--- src/rtl/phys_reg_alloc_pkg.sv ---
// Shared rename-stage types and helpers (package rv32i_types).
//
// Holds the machine-width constants used by the free-list allocator, the
// physical register typedef and the free-list pointer typedef (index plus
// wrap bit). The helpers do modulo-DEPTH index arithmetic, so the free list
// works even when DEPTH = NUM_PHYS_REGS - 32 is not a power of two.
package rv32i_types;

  localparam int SS_FACTOR          = 2;
  localparam int SS_FACTOR_BITS     = 1;
  localparam int NUM_PHYS_REGS      = 64;
  localparam int NUM_PHYS_REGS_BITS = $clog2(NUM_PHYS_REGS);

  // The free list holds every register that is not architecturally mapped:
  // 32 are always mapped, so the rest can be free at once.
  localparam int FL_DEPTH    = NUM_PHYS_REGS - 32;
  localparam int FL_IDX_BITS = $clog2(FL_DEPTH);

  typedef logic [NUM_PHYS_REGS_BITS-1:0] phys_reg;
  typedef logic [SS_FACTOR_BITS:0]       slot_cnt_t;
  typedef logic [FL_IDX_BITS:0]          fl_cnt_t;

  typedef struct packed {
    logic                   wrap;
    logic [FL_IDX_BITS-1:0] idx;
  } free_ptr_t;

  localparam fl_cnt_t FL_DEPTH_CNT = fl_cnt_t'(FL_DEPTH);

  function automatic fl_cnt_t widen_cnt(input slot_cnt_t n);
    return fl_cnt_t'(n);
  endfunction

  // idx + n modulo DEPTH; n never exceeds DEPTH, so one correction suffices.
  function automatic logic [FL_IDX_BITS-1:0] idx_add(input logic [FL_IDX_BITS-1:0] idx,
                                                     input slot_cnt_t n);
    fl_cnt_t s;
    s = {1'b0, idx} + widen_cnt(n);
    if (s >= FL_DEPTH_CNT) s = s - FL_DEPTH_CNT;
    return s[FL_IDX_BITS-1:0];
  endfunction

  // Pointer advance: the wrap bit toggles whenever the index passes DEPTH.
  function automatic free_ptr_t ptr_add(input free_ptr_t p, input slot_cnt_t n);
    fl_cnt_t   s;
    free_ptr_t r;
    s = {1'b0, p.idx} + widen_cnt(n);
    if (s >= FL_DEPTH_CNT) begin
      s      = s - FL_DEPTH_CNT;
      r.wrap = ~p.wrap;
    end else begin
      r.wrap = p.wrap;
    end
    r.idx = s[FL_IDX_BITS-1:0];
    return r;
  endfunction

  // Occupancy = tail - head, modulo the doubled pointer space.
  function automatic fl_cnt_t free_count(input free_ptr_t tail, input free_ptr_t head);
    if (tail.wrap == head.wrap) return {1'b0, tail.idx} - {1'b0, head.idx};
    else                        return FL_DEPTH_CNT - {1'b0, head.idx} + {1'b0, tail.idx};
  endfunction

endpackage

--- src/rtl/phys_reg_alloc_ptr.sv ---
// free_list_ptr: one free-list pointer register (index + wrap bit).
//
// Ports:
//   clk, rst  - clock, asynchronous active-high reset
//   inc       - amount to advance this cycle (0..2*SS-1)
//   load      - overrides the advance: ptr <= load_ptr with the wrap bit inverted
//   load_ptr  - pointer to copy on load
//   ptr       - current pointer value
// RST_WRAP selects the wrap bit at reset (index always resets to 0).
module free_list_ptr
  import rv32i_types::*;
#(
  parameter logic RST_WRAP = 1'b0
) (
  input  logic      clk,
  input  logic      rst,
  input  slot_cnt_t inc,
  input  logic      load,
  input  free_ptr_t load_ptr,
  output free_ptr_t ptr
);

  free_ptr_t ptr_next;

  always_comb begin
    ptr_next = ptr_add(ptr, inc);
    if (load) begin
      ptr_next.wrap = ~load_ptr.wrap;
      ptr_next.idx  = load_ptr.idx;
    end
  end

  always_ff @(posedge clk or posedge rst) begin
    if (rst) begin
      ptr.wrap <= RST_WRAP;
      ptr.idx  <= '0;
    end else begin
      ptr <= ptr_next;
    end
  end

endmodule

--- src/rtl/phys_reg_alloc.sv ---
// phys_reg_alloc: physical-register allocator / free-list controller.
//
// Build option: define FREE_LIST_CHECK_EN to enable the sticky protocol
// error flag (err) and matching simulation assertions; otherwise err = 0.
//
// Ports:
//   clk, rst    - clock, asynchronous active-high reset
//   mispredict  - flush; the free list becomes full again (pushes still land)
//   alloc_req   - per-slot request (slot has a real destination register)
//   alloc_pd    - allocated register per slot, 0 for unrequested slots
//   alloc_ok    - every requested slot can be served this cycle
//   alloc_fire  - dispatch consumes the allocation
//   push_cnt    - number of freed registers, packed from slot 0
//   push_pd     - freed registers from the retirement map
//   free_cnt    - free entries at the start of the cycle
//   err         - sticky protocol error
//
// Handshake: alloc_ok is the ready and alloc_req the valid; a transfer of
// popcount(alloc_req) registers happens on a clock edge where alloc_fire
// and alloc_ok are both high and mispredict is low. alloc_fire must only be
// raised when alloc_ok is high. Pushes have no back-pressure and are always
// taken; pushed registers become allocatable on the following cycle.
module phys_reg_alloc
  import rv32i_types::*;
(
  input  logic                                             clk,
  input  logic                                             rst,
  input  logic                                             mispredict,
  input  logic [SS_FACTOR-1:0]                             alloc_req,
  output logic [SS_FACTOR-1:0][NUM_PHYS_REGS_BITS-1:0]     alloc_pd,
  output logic                                             alloc_ok,
  input  logic                                             alloc_fire,
  input  logic [SS_FACTOR_BITS:0]                          push_cnt,
  input  logic [SS_FACTOR-1:0][NUM_PHYS_REGS_BITS-1:0]     push_pd,
  output logic [FL_IDX_BITS:0]                             free_cnt,
  output logic                                             err
);

  phys_reg   entries [FL_DEPTH];
  free_ptr_t head;
  free_ptr_t tail;
  free_ptr_t tail_next;
  slot_cnt_t req_cnt;
  slot_cnt_t pop_cnt;
  logic      do_pop;

  assign free_cnt = free_count(tail, head);

  // Requesting slots take consecutive entries starting at head, in slot order.
  always_comb begin
    req_cnt  = '0;
    alloc_pd = '0;
    for (int i = 0; i < SS_FACTOR; i++) begin
      if (alloc_req[i]) begin
        alloc_pd[i] = entries[idx_add(head.idx, req_cnt)];
        req_cnt     = req_cnt + slot_cnt_t'(1);
      end
    end
  end

  assign alloc_ok  = (widen_cnt(req_cnt) <= free_cnt);
  assign do_pop    = alloc_fire && alloc_ok && !mispredict;
  assign pop_cnt   = do_pop ? req_cnt : '0;
  assign tail_next = ptr_add(tail, push_cnt);

  // On mispredict head jumps to the post-push tail with the wrap bit flipped:
  // the list is full again, and the slots behind the new head still hold the
  // speculatively allocated registers that the flush has just released.
  free_list_ptr #(.RST_WRAP(1'b0)) u_head (
    .clk      (clk),
    .rst      (rst),
    .inc      (pop_cnt),
    .load     (mispredict),
    .load_ptr (tail_next),
    .ptr      (head)
  );

  free_list_ptr #(.RST_WRAP(1'b1)) u_tail (
    .clk      (clk),
    .rst      (rst),
    .inc      (push_cnt),
    .load     (1'b0),
    .load_ptr (tail),
    .ptr      (tail)
  );

  always_ff @(posedge clk or posedge rst) begin
    if (rst) begin
      for (int i = 0; i < FL_DEPTH; i++) entries[i] <= phys_reg'(32 + i);
    end else begin
      for (int j = 0; j < SS_FACTOR; j++) begin
        if (slot_cnt_t'(j) < push_cnt) entries[idx_add(tail.idx, slot_cnt_t'(j))] <= push_pd[j];
      end
    end
  end

`ifdef FREE_LIST_CHECK_EN
  localparam int XW = FL_IDX_BITS + 2;

  logic [XW-1:0] cnt_after;
  logic          push_overflow;
  logic          push_zero;
  logic          bad_fire;
  logic          bad_cnt;
  logic          err_q;

  // Extra bit so an over-full result is visible rather than wrapping.
  assign cnt_after     = XW'(free_cnt) - XW'(pop_cnt) + XW'(push_cnt);
  assign push_overflow = (cnt_after > XW'(FL_DEPTH));
  assign bad_fire      = alloc_fire && !alloc_ok;
  assign bad_cnt       = (push_cnt > slot_cnt_t'(SS_FACTOR));

  always_comb begin
    push_zero = 1'b0;
    for (int j = 0; j < SS_FACTOR; j++) begin
      if ((slot_cnt_t'(j) < push_cnt) && (push_pd[j] == '0)) push_zero = 1'b1;
    end
  end

  always_ff @(posedge clk or posedge rst) begin
    if (rst) err_q <= 1'b0;
    else     err_q <= err_q | push_overflow | push_zero | bad_fire | bad_cnt;
  end

  assign err = err_q;

  a_no_overflow: assert property (@(posedge clk) disable iff (rst) !push_overflow)
    else $error("free list push overflow");
  a_no_zero_push: assert property (@(posedge clk) disable iff (rst) !push_zero)
    else $error("free list push of p0");
  a_fire_ok: assert property (@(posedge clk) disable iff (rst) !bad_fire)
    else $error("alloc_fire without alloc_ok");
  a_push_cnt: assert property (@(posedge clk) disable iff (rst) !bad_cnt)
    else $error("push_cnt above slot count");
`else
  assign err = 1'b0;
`endif

endmodule

--- config.mk ---
export PLATFORM = sky130hd
export DESIGN_NAME = phys_reg_alloc
export DESIGN_NICKNAME = d
export VERILOG_FILES = /design/src/rtl/phys_reg_alloc_pkg.sv /design/src/rtl/phys_reg_alloc_ptr.sv /design/src/rtl/phys_reg_alloc.sv
export SDC_FILE = /design/constraint.sdc
export NUM_CORES = 1
export LEC_CHECK = 0
export CAP_MARGIN = 20
export CELL_PAD_IN_SITES_DETAIL_PLACEMENT = 0
export CELL_PAD_IN_SITES_GLOBAL_PLACEMENT = 1
export CORE_MARGIN = 2
export CORE_UTILIZATION = 50
export DETAILED_ROUTE_END_ITERATION = 8
export PLACE_DENSITY = 0.93
export SYNTH_ARGS = -nofsm -noshare
export SYNTH_HDL_FRONTEND = slang
export SYNTH_SLANG_ARGS = --single-unit
--- constraint.sdc ---
create_clock -name clk -period 7.83 [get_ports clk]
set_input_delay 1.566 -clock clk [delete_from_list [all_inputs] [get_ports clk]]
set_output_delay 1.566 -clock clk [all_outputs]
set_load 0.05 [all_outputs]
==> summary.md <==
The compound-gate portion of the synthesized area came out at 0.109. For the finished layout, the period the worst path requires is 6890 ps. The number of port buffers works out to 38.

The clock-pin transition on the worst setup and hold timing paths is 60 ps, and the count of vias placed by the detailed router is 10800. The startpoint type of the worst setup path is an input port. The multiplexer share of the synthesized area works out to 0.326.

Walking the worst path, the cells encountered are clkdlybuf4s50_1 -> ha_4 -> ha_2 -> buf_4 -> mux4_2 -> mux2_2 -> a22oi_1 -> nand2_1 -> clkdlybuf4s50_1. From bottom edge to top edge, the die measures 170 um. The most repeated library cell on the critical path is sky130_fd_sc_hd__clkdlybuf4s50_1. Tracing the worst setup path back leads to its startpoint at alloc_req[0]. The via count of the first global-routing pass was 10500.

The combinational family with the most area after synthesis was multiplexers. The leakage power is 5.47 nW. The repair_antennas step left the layout with diodes totalling 0. The first detailed-routing pass ran for 6 iterations.

Setup repair after global routing left no endpoint under its margin. For this block, the routed nets add up to 43400 um of wire. Final design instance area without fill: 0.0148 mm^2. After detailed routing, the number of vias per cell comes to 6.58.

For the maximum ir drop on the vdd rail, the log shows 332 uV. Cell with the largest stage delay on the worst path: sky130_fd_sc_hd__clkdlybuf4s50_1. The tools report the highest clock rate as 145 MHz. Final-layout setup total negative slack: 0 ps. Synthesis produced a netlist whose cell count is 1310.

The run gives 0.183 as the remaining max-slew budget at the tightest pin. The run gives 0 as the number of hold-slack violations in the final timing report. Across the run, the number of max-cap violations was 0.

Together, buffers and inverters on the worst path number 3. In this run the worst path has a maximum fanout of 25. The number of remaining DRC errors was 0; the starting density of the core was 0.508. The start of the worst register-to-register path was u_head.ptr[1]. In this run, synthesis inferred 0 flip-flops with an integrated enable.

Dividing total power by cell area gives a power density of 501 mW/mm^2. The count of cells along the worst hold path came out at 1. The tree is rooted in a sky130_fd_sc_hd__clkbuf_16.

The share of layout cells above drive strength 1 was 0.243. TritonCTS built the clock tree. Counting distinct cell types in the post-synthesis netlist gives 56.

The run gives 1 as the maximum level of the CTS H-tree. The tools report the post-CTS setup buffer count as 0. The quantity of hold-fixing buffers added after cts is 0, and the net count of the finished layout is 1318. The number of cells on the critical path was 9. The global router's overall resource usage is 0.307. Counting the buffers created by CTS gives 23. The worst hold-check path type is reg2reg. For the buffer levels on the longest clock path, the log shows 3. Setup violations remaining at the end of the flow were counted as 0. The Yosys step of the flow raised 0 warnings.

After detailed routing, the average wire length per cell comes to 26.5 um. The run finished with clean final reports. After clock tree synthesis, the repair step resized 0 gates. The maximum number of pins on one net before global-route repair was 134. In this run the core area contains 60 standard-cell rows. The worst setup path is captured at an output pin. The total overflow reported by the global router was 0; the insertion delay to the later sink of the worst-skew pair was 530 ps.

In this design, the stage delay of the slowest critical-path cell is 730 ps. The number of nets in the synthesized netlist is 1347. The most used flip-flop cell after synthesis is sky130_fd_sc_hd__dfstp_2. The fraction of the yosys area taken by sequential cells was 0.383; the total count of max-transition violations in the final report was 0. Clock tree synthesis found a total of 204 sinks. For this design the top-level I/O count stands at 40. For the worst setup path, the data arrival time is 5320 ps.

The core region is 0.0270 mm^2. The critical path is of the in2out type. The slew at the pin closest to its max-slew limit came out at 1220 ps.

Detailed placement ended at an HPWL of 29300 um. Synthesis inferred 204 register bits. The run gives 0 as the number of antenna violations at the first check in global routing. The xor and xnor fraction of the mapped netlist area is 0.00950, and the routability congestion estimate from global placement is 1.04. The placed instances occupy a cell area of 0.0141 mm^2. The detail route stage leaves a number of antenna-violating nets equal to 0. The iteration-0 DRC count of the detailed router was 1438; the area share of and/or/nand/nor cells after synthesis was 0.108. The average instance area after synthesis works out to 10.5 um^2. The worst register-to-register path has a depth of 13.

The die covers 0.0287 mm^2. The first global-routing pass estimated 65900 um of wire. The critical hold path startpoint was u_tail.ptr[5]. The die is 170 um wide. In this run the cell area of the synthesized design comes to 0.0137 mm^2. The fraction of registers with async set or reset after synthesis is 1.00.

The adder-cell area share of the yosys netlist is 0.0172, and the final clock skew is 10.7 ps. For the worst setup path, the data required time is 6260 ps. The portion of the clock cycle consumed by the worst path in the final layout was 0.880. Among cell families on the critical path, the largest total delay comes from buffers and inverters. The layout-stage area growth over the synthesis result came out at 8.37%.
layout by cell type, fill, tap and decap left out, types with 14 or more instances in the layout:
master	instances
sky130_fd_sc_hd__nor2_2	21
sky130_fd_sc_hd__clkdlybuf4s50_1	38
sky130_fd_sc_hd__nand2_1	153
sky130_fd_sc_hd__a21oi_1	85
sky130_fd_sc_hd__dfstp_2	113
sky130_fd_sc_hd__dfrtp_1	90
sky130_fd_sc_hd__o21ai_0	138
sky130_fd_sc_hd__clkbuf_16	23
sky130_fd_sc_hd__buf_4	23
sky130_fd_sc_hd__nor2_1	92
sky130_fd_sc_hd__mux2_2	18
sky130_fd_sc_hd__o21ai_1	14
sky130_fd_sc_hd__mux4_2	83
sky130_fd_sc_hd__mux2i_1	239
synth_stat cells, types with 7 or more instances:
| library cell | count | area [um^2] |
|---|---|---|
| sky130_fd_sc_hd__mux4_2 | 83 | 1870 |
| sky130_fd_sc_hd__nor2_1 | 92 | 345 |
| sky130_fd_sc_hd__dfstp_2 | 113 | 2970 |
| sky130_fd_sc_hd__nand3_1 | 11 | 55.1 |
| sky130_fd_sc_hd__ha_1 | 14 | 175 |
| sky130_fd_sc_hd__inv_1 | 13 | 48.8 |
| sky130_fd_sc_hd__buf_4 | 7 | 52.6 |
| sky130_fd_sc_hd__o221ai_1 | 11 | 96.3 |
| sky130_fd_sc_hd__clkbuf_8 | 7 | 96.3 |
| sky130_fd_sc_hd__o21ai_1 | 14 | 70.1 |
| sky130_fd_sc_hd__xnor2_1 | 9 | 78.8 |
| sky130_fd_sc_hd__mux2_2 | 18 | 203 |
| sky130_fd_sc_hd__nor2_2 | 21 | 131 |
| sky130_fd_sc_hd__and3_1 | 7 | 43.8 |
| sky130_fd_sc_hd__o21ai_0 | 138 | 691 |
| sky130_fd_sc_hd__mux2i_1 | 239 | 2390 |
| sky130_fd_sc_hd__dfrtp_1 | 91 | 2280 |
| sky130_fd_sc_hd__a21oi_1 | 85 | 425 |
| sky130_fd_sc_hd__a211oi_1 | 12 | 90.1 |
| sky130_fd_sc_hd__buf_2 | 29 | 145 |
| sky130_fd_sc_hd__clkbuf_1 | 66 | 248 |
| sky130_fd_sc_hd__nand2_1 | 153 | 574 |
metal layers:
metal	vias to the layer above	part of all wire	global-route usage
met5	-	0	0
li1	4683	-	-
met4	0	0.048	0.132
met3	130	0.10	0.0585
met1	5313	0.39	0.417
met2	663	0.46	0.483
area by class of cell:
class,instances,area [um^2]
inverter,14,60.1
sequential,204,5250
tap,341,427
fill,2281,12100
timing repair buffer,62,561
clock inverter,7,52.6
clock buffer,35,671
multi-input combinational,976,7830
path summary, 6_finish.rpt:
path	end	slack, ps
min	u_tail.ptr[5]	570
min in group asynchronous	entries[80]	1600
max reg2reg	u_head.ptr[5]	3040
max	alloc_pd[6]	940
min reg2reg	u_tail.ptr[5]	570
max in group asynchronous	entries[69]	4730
cells by family (layout without fill, tap and decap cells):
| family | after synthesis | count (layout) |
|---|---|---|
| DFF | 204 | 204 |
| adders and majority gates | 17 | 17 |
| buffers and inverters | 130 | 118 |
| AOI/OAI and AO/OA | 276 | 276 |
| other | 1 | 1 |
| xor gates and xnor gates | 14 | 14 |
| muxes | 340 | 340 |
| and+or+nand+nor | 328 | 328 |
power by group:
| part | switching [mW] | internal [mW] | total [mW] |
|---|---|---|---|
| combinational | 2.14 | 1.80 | 3.93 |
| clock | 0.458 | 0.593 | 1.05 |
| sequential | 0.677 | 1.78 | 2.46 |
through the flow:
step            util  setup slack, ps  power (mW)  hold slack [ps]  instances
3_3_place_gp   0.524             1100        6.21              535       1596
6_report       0.551              941        7.44              570       1639
5_1_grt        0.551              810        7.79              579       1639
4_1_cts        0.551              977        7.38              572       1638
3_5_place_dp   0.524              990        6.32              562       1596
2_1_floorplan      -              884        5.13              526       1310
sequential cells by signal, indices dropped and copies added (netlist names):
register / cells
entries: 192
u_tail.ptr: 6
u_head.ptr: 6
(Power assumes the default switching activity.)
